===== config.mk =====
export PLATFORM = sky130hd
export DESIGN_NAME = sram_ctrl
export DESIGN_NICKNAME = d
export VERILOG_FILES = /design/src/rtl/sram_ctrl.sv
export SDC_FILE = /design/constraint.sdc
export NUM_CORES = 1
export LEC_CHECK = 0
export ABC_AREA = 1
export BUFFER_PORTS_ARGS = -buffer_cell sky130_fd_sc_hd__buf_2
export CELL_PAD_IN_SITES_DETAIL_PLACEMENT = 1
export CELL_PAD_IN_SITES_GLOBAL_PLACEMENT = 2
export CORE_ASPECT_RATIO = 0.6
export CORE_MARGIN = 5
export CORE_UTILIZATION = 24
export CTS_CLUSTER_SIZE = 10
export DETAILED_ROUTE_END_ITERATION = 7
export MAX_ROUTING_LAYER = met4
export PLACE_DENSITY = 0.77
export REMOVE_ABC_BUFFERS = 1
export SLEW_MARGIN = 0
export SYNTH_ARGS = -nofsm -noshare
export SYNTH_HDL_FRONTEND = slang
export SYNTH_SLANG_ARGS = --single-unit

===== constraint.sdc =====
create_clock -name clk -period 2.59 [get_ports clk]
set_input_delay 0.1295 -clock clk [delete_from_list [all_inputs] [get_ports clk]]
set_output_delay 0.1295 -clock clk [all_outputs]
set_load 0.05 [all_outputs]

===== src/rtl/sram_ctrl.sv =====
// Asynchronous-SRAM controller: valid/ready request port, wait-stated read/write
// cycles, byte/half/word lanes with load extension and a one-cycle response pulse.
module sram_ctrl #(
    parameter int ADDR_W     = 20,
    parameter int READ_WAIT  = 1,
    parameter int WRITE_WAIT = 1
) (
    input  logic              clk,
    input  logic              rst,
    input  logic              req_valid,
    output logic              req_ready,
    input  logic              req_we,
    input  logic [ADDR_W-1:0] req_addr,
    input  logic [1:0]        req_off,
    input  logic [1:0]        req_size,
    input  logic              req_unsigned,
    input  logic [31:0]       req_wdata,
    output logic              resp_valid,
    output logic              resp_err,
    output logic [31:0]       resp_rdata,
    output logic              sram_ce_n,
    output logic              sram_oe_n,
    output logic              sram_we_n,
    output logic [3:0]        sram_be_n,
    output logic [ADDR_W-1:0] sram_addr,
    output logic [31:0]       sram_data_out,
    output logic              sram_data_oe,
    input  logic [31:0]       sram_data_in
);

    typedef enum logic [2:0] {
        IDLE,
        READ,
        WSETUP,
        WPULSE,
        WHOLD
    } state_e;

    localparam int MAXW = (READ_WAIT > WRITE_WAIT) ? READ_WAIT : WRITE_WAIT;
    localparam int CW   = (MAXW > 1) ? $clog2(MAXW) : 1;
    localparam logic [CW-1:0] RD_LAST = CW'(READ_WAIT - 1);
    localparam logic [CW-1:0] WR_LAST = CW'(WRITE_WAIT - 1);

    state_e            state_q, state_d;
    logic [CW-1:0]     cnt_q, cnt_d;
    logic [ADDR_W-1:0] addr_q, addr_d;
    logic [3:0]        be_q, be_d;
    logic [1:0]        off_q, off_d;
    logic [1:0]        size_q, size_d;
    logic              uns_q, uns_d;
    logic [31:0]       wdata_q, wdata_d;
    logic              rvalid_q, rvalid_d;
    logic              rerr_q, rerr_d;
    logic [31:0]       rdata_q, rdata_d;

    logic        accept;
    logic        misalign;
    logic        rd_done;
    logic [3:0]  lane_be;
    logic [31:0] rep_data;
    logic [31:0] lane_sh;
    logic [31:0] load_ext;

    assign accept   = req_valid && (state_q == IDLE);
    assign misalign = ((req_size == 2'd1) && req_off[0]) ||
                      (req_size[1] && (req_off != 2'd0));
    assign rd_done  = (state_q == READ) && (cnt_q == RD_LAST);

    // Request decode: active-low lane mask and store data replicated per size
    always_comb begin
        unique case (1'b1)
            req_size == 2'd0: begin
                lane_be  = ~(4'b0001 << req_off);
                rep_data = {4{req_wdata[7:0]}};
            end
            req_size == 2'd1: begin
                lane_be  = ~(4'b0011 << req_off);
                rep_data = {2{req_wdata[15:0]}};
            end
            default: begin
                lane_be  = 4'b0000;
                rep_data = req_wdata;
            end
        endcase
    end

    always_comb begin
        lane_sh = sram_data_in >> {off_q, 3'b000};
        unique case (1'b1)
            size_q == 2'd0:
                load_ext = {{24{~uns_q & lane_sh[7]}}, lane_sh[7:0]};
            size_q == 2'd1:
                load_ext = {{16{~uns_q & lane_sh[15]}}, lane_sh[15:0]};
            default:
                load_ext = lane_sh;
        endcase
    end

    always_ff @(posedge clk or posedge rst) begin
        if (rst) begin
            state_q <= IDLE;
            cnt_q   <= '0;
        end else begin
            state_q <= state_d;
            cnt_q   <= cnt_d;
        end
    end

    always_comb begin
        state_d = state_q;
        cnt_d   = cnt_q;
        unique case (state_q)
            IDLE: begin
                cnt_d = '0;
                if (accept && !misalign) begin
                    state_d = req_we ? WSETUP : READ;
                end
            end
            READ: begin
                if (cnt_q == RD_LAST) begin
                    state_d = IDLE;
                end else begin
                    cnt_d = cnt_q + 1'b1;
                end
            end
            WSETUP: begin
                state_d = WPULSE;
                cnt_d   = '0;
            end
            WPULSE: begin
                if (cnt_q == WR_LAST) begin
                    state_d = WHOLD;
                end else begin
                    cnt_d = cnt_q + 1'b1;
                end
            end
            WHOLD: begin
                state_d = IDLE;
            end
            default: begin
                state_d = IDLE;
            end
        endcase
    end

    // Request capture and response generation
    always_comb begin
        addr_d   = addr_q;
        be_d     = be_q;
        off_d    = off_q;
        size_d   = size_q;
        uns_d    = uns_q;
        wdata_d  = wdata_q;
        rvalid_d = 1'b0;
        rerr_d   = 1'b0;
        rdata_d  = rdata_q;
        if (accept) begin
            rvalid_d = misalign;
            rerr_d   = misalign;
            if (!misalign) begin
                addr_d  = req_addr;
                be_d    = lane_be;
                off_d   = req_off;
                size_d  = req_size;
                uns_d   = req_unsigned;
                wdata_d = rep_data;
            end
        end
        if (rd_done) begin
            rvalid_d = 1'b1;
            rdata_d  = load_ext;
        end
        if (state_q == WHOLD) begin
            rvalid_d = 1'b1;
        end
    end

    always_ff @(posedge clk or posedge rst) begin
        if (rst) begin
            addr_q   <= '0;
            be_q     <= 4'b1111;
            off_q    <= 2'd0;
            size_q   <= 2'd0;
            uns_q    <= 1'b0;
            wdata_q  <= 32'd0;
            rvalid_q <= 1'b0;
            rerr_q   <= 1'b0;
            rdata_q  <= 32'd0;
        end else begin
            addr_q   <= addr_d;
            be_q     <= be_d;
            off_q    <= off_d;
            size_q   <= size_d;
            uns_q    <= uns_d;
            wdata_q  <= wdata_d;
            rvalid_q <= rvalid_d;
            rerr_q   <= rerr_d;
            rdata_q  <= rdata_d;
        end
    end

    // Strobes decode from state alone so an async reset releases them at once
    always_comb begin
        req_ready     = (state_q == IDLE);
        sram_ce_n     = !((state_q == READ) || (state_q == WPULSE));
        sram_oe_n     = (state_q != READ);
        sram_we_n     = (state_q != WPULSE);
        sram_be_n     = (state_q == IDLE) ? 4'b1111 : be_q;
        sram_addr     = addr_q;
        sram_data_out = wdata_q;
        sram_data_oe  = (state_q == WSETUP) || (state_q == WPULSE) ||
                        (state_q == WHOLD);
        resp_valid    = rvalid_q;
        resp_err      = rerr_q;
        resp_rdata    = rdata_q;
    end

endmodule


# == After elaboration in Yosys (flattened, before gate mapping) ==
# Cells that the tools add are included.
# op_classes
div,0
n_mul,0
n_mux,14
reduce_logical,20
n_eq_ne,11
add_sub_neg,1
bitwise_logic,7
shifts,3
order_cmp,0
# ops
cell,count
$pmux 32 s2,2
$shr 32x5->32,1
$pmux 3 s4,1
$mux 3,3
$not 4->4,2
$pmux 4 s2,1
$eq 3x2->1 const B,2
$logic_and 1x1->1,5
$eq 2x1->1 const B,2
$logic_not 2->1,2
$logic_or 1x1->1,4
$mux 1,4
$mux 4,1
$ne 2x2->1 const B,2
$reduce_bool 2->1,2
$reduce_or 2->1,2
$shl 1x2->4 const A,1
$shl 2x2->4 const A,1
$eq 3x1->1 const B,1
$eq 3x3->1 const B,1
$logic_not 3->1,1
$ne 3x1->1 const B,1
$ne 3x2->1 const B,1
$not 1->1,3
other kinds (8),10
# word_totals
latchBits,0
elab_cells,67
mem_bits_ro,0
register_bits,99
out_inout_bits,95
ram_bits,0
input_bits,93
n_memories,0

# == Depth between registers and ports, before layout ==
# depth
depth_word,7
ltp_mapped,10
mapped_depth_nobuf,8

# == Worst setup path after synthesis ==
# Ideal clock, no wire load.
# synth_timing
path_type,reg-to-reg
from,register state_q[0]
to,"register addr_q[0], in the netlist sram_addr[0]"
synth_period_minus_slack_ns,1.771
stages_incl_launch_ff,8
setup_ns,0.067
arrival_ns,1.704
path_slack_ns,0.819
n_path_buf,2
path_cell_list,dfrtp_1 > nor3_4 > nand2_4 > nor2_4 > buf_6 > buf_8 > nand2_2 > nand2_1
# synth_via
elab_chain_cells,3
# synth_rtl
item,line_no,rtl
start: declaration,44,"state_e state_q, state_d;"
start signal: assignment,104,state_q <= state_d;
$logic_not 3->1,--,
named net req_ready,11,"output logic req_ready,"
$logic_and 1x1->1,64,assign accept = req_valid && (state_q == IDLE);
$reduce_and 2->1 (no source line),--,
end signal: assignment,190,addr_q <= addr_d;
end: declaration,46,"logic [ADDR_W-1:0] addr_q, addr_d;"
# The timed path passes the listed nets, and every way through them passes these cells.
# A chain may end at the register's enable or synchronous reset.

# == Worst setup path in the final report ==
# layout_timing
from,register state_q[0]
to,register off_q[0]
# layout_via
elab_chain_cells,3
# layout_rtl
item,line_no,rtl
$logic_not 3->1,64,
$logic_and 1x1->1,64,
$reduce_and 2->1 (no source line),--,
end signal: assignment,182,off_q <= 2'd0;
end signal: assignment,192,off_q <= off_d;
end: declaration,48,"logic [1:0] off_q, off_d;"
# No other way between the ends.

==> impl_metrics.ini <==
[outcome]
status = finished clean

[global_routing]
busiest_layer = met1
grtUsageMet3 = 0.0395
overflow = 0
grt_first_pass_wirelength_mm = 29.5
grt_usage = 0.161
gr-usage-met1 = 0.241
grt_pass1_vias = 5156
grt_start_max_net_pins = 65
grt_use_met2 = 0.219
antenna_found_initial = 1

[hold_path]
hold_path.startpoint = req_wdata[1]
hold_path.class = in2reg
holdPathStages = 3

[power_and_ir_drop]
power_w = 0.0102
power.density_mw_per_mm2 = 1490
leakagePower_nw = 3.71
vdd_ir_drop_max_v = 0.000740

[floorplan]
die-area_sq_mm = 0.0244
ios = 188
start_util = 0.243
die_h_um = 123
rows = 41
die_w_um = 198
core_sq_mm = 0.0210

[cells_and_area]
finalNonFillerCells = 1161
seq_area_sq_mm = 0.00246
nets = 973
drive_above_1_share = 0.293
multi_input_area_sq_mm = 0.00225
n_fill_cell = 2645
syn_to_final_growth_pct = 34.3

[yosys]
netlist.top_cell.by_area = dfrtp_1
ys_ff_latch = 98
yosys-top-cells-area = dfrtp_1 46%, nand2_1 20%, o21ai_0 7.9%
post_synth.cell_area_avg_sq_um = 7.49
ys.warnings.count = 0
syn_inst = 681
yosys.cell_types.count = 30
synth_flop_cell = dfrtp_1
yosysTopAreaCellShare = 0.461
yosys-top-cells-count = 268 x nand2_1, 94 x dfrtp_1, 81 x o21ai_0, 56 x nand3_1, 48 x inv_1
synth_edf_count = 0
netlist_area_sq_mm = 0.00510
yosysMostFrequentCell = nand2_1
async_reset_ff_frac = 1.00
synth-seq-area-share = 0.481

[critical_path]
cp_top_family = simple AND/OR/NAND/NOR gates
cp_slowest_cell = buf_4
cp-end-kind = flip-flop
worstSetupPathDepth = 6
critPathLaunch = state_q[0]
cp_num_buf_inv = 1
crit-reg2reg-launch = state_q[0]
arrival_ps = 2110
cp_max_fo = 45
worst_setup_path_start_kind = flip-flop
critPathKind = reg2reg
worst_ep_required_time_ps = 2860
cp_slowest_stage_delay_ps = 460
reg2regPathDepth = 6
cp_cell_sequence = nor3_4 > nand2_4 > nor2_4 > buf_4 > nand2_1 > o21ai_0

[routing]
wl_mm = 18.8
via_per_inst = 4.34
dr_total_vias = 5043
drc_errors = 0
wl_per_cell_um = 16.2
ant_nets = 0
drtIter0Drc = 226
drt_first_pass_iters = 4

[clock_tree]
clock_sink_count = 98
root_buffer = clkbuf_16
numCtsBuffers = 9
cts_max_level = 3
cts_setup_buffers = 0
clockBufferDepth = 2
clk_pin_slew_ps = 70
cts_tree = done
worstSkewPairLatency_ps = 360

[sta]
hold_viol_final = 0
period_needed_ps = 1840
setup_violations = 0
whs_ps = 19.4
grt_setup_unrepaired = false
final_max_slew_viol_count = 0
clock_skew_ps = 5.43
worst_slack_ps = 746
relSlewSlack = 0.556
finalSetupTns_ps = 0
tightest_slew_ps = 664
fmax_ghz = 0.542
period_share = 0.712

[flow_run]
cap_violations = 0

[place]
hpwl_mm = 13.8
placed_cells = 1121
pre_cts_slack_ps = 688
gp_congestion = 0.799
numPortBuffers = 187
[cell usage in the layout (no fill, tap or decap)]
cell type,instances
nor3_4,1
clkbuf_8,1
dlygate4sd3_1,23
or2_1,7
inv_4,2
nor2_1,21
or2_2,17
buf_4,12
ha_1,4
clkinvlp_4,2
nor2_2,1
nand2_1,268
a21oi_1,8
nand2_4,2
inv_2,2
dfstp_2,4
nand3_1,56
diode_2,1
inv_6,1
nand3b_1,1
clkbuf_1,1
o22ai_1,3
nand3_2,1
nor3_1,2
nor2_4,1
o211ai_1,6
buf_12,2
nand2_2,10
bufinv_16,1
o21ai_0,81
a211o_1,1
o22ai_4,1
clkbuf_16,9
dfrtp_1,94
inv_1,47
buf_2,187
clkinv_4,1
[cell families (layout without fill, tap and decap cells)]
| kind of cell | Yosys count | count (layout) | synth area share |
|---|---|---|---|
| compound gates | 100 | 100 | 0.104 |
| fa+ha+maj | 4 | 4 | 0.00981 |
| buf+inv | 91 | 291 | 0.0792 |
| flops | 98 | 98 | 0.481 |
| other cells | 0 | 1 | 0 |
| simple gates | 388 | 388 | 0.326 |
[registers in the layout, indices dropped and copies added, names as in the netlist, 2 cells and up]
| register | flops |
|---|---|
| be_q | 4 |
| sram_data_out | 32 |
| resp_rdata | 32 |
| sram_addr | 20 |
| size_q | 2 |
| off_q | 2 |
| state_q | 3 |
[per-stage QoR]
step	util	instance area, sq um
floorplan	-	4890
global placement	0.301	6320
detailed placement	0.301	6320
CTS	0.327	6850
global route	0.327	6860
finish	0.327	6860
[layout make-up]
cell class / instances / area share
tap: 279 / 0.0509
clock buffer: 11 / 0.0354
timing repair buffer: 224 / 0.189
antenna: 1 / 0.000365
multi-input combinational: 492 / 0.328
inverter: 51 / 0.0286
sequential: 98 / 0.358
clock inverter: 5 / 0.00912
[where the power goes]
| group | total, W | switching (W) | internal (W) |
|---|---|---|---|
| logic | 0.00609 | 0.00467 | 0.00142 |
| registers | 0.00271 | 0.000411 | 0.00230 |
| clock network | 0.00142 | 0.000641 | 0.000782 |
| total | 0.0102 | 0.00573 | 0.00450 |
[worst reg2reg max path: stages, from the launching register on]
cell and delay, ps:
dfrtp_1 450, nor3_4 290, nand2_4 100, nor2_4 120, buf_4 460, nand2_1 190, o21ai_0 150
[path summary, 6_finish.rpt]
| path | slack, ps | end |
|---|---|---|
| setup / recovery | 750 | off_q[0] |
| hold / removal | 20 | sram_data_out[1] |
| setup reg to reg | 750 | off_q[0] |
| hold reg to reg | 480 | resp_rdata[7] |
| max in group asynchronous | 1490 | be_q[0] |
| min in group asynchronous | 330 | sram_addr[18] |
[per-layer routing]
metal	routed length, um	vias to the layer above
met2	7680	115
met1	9850	2376
met5	0	-
met4	233	0
li1	-	2534
met3	1060	18
[timing repair]
action	in CTS	in global routing
gates resized for setup	0	0
hold buffers	23	0
hold endpoints to repair	56	0
No activity file was read; power rests on OpenSTA's default activity.
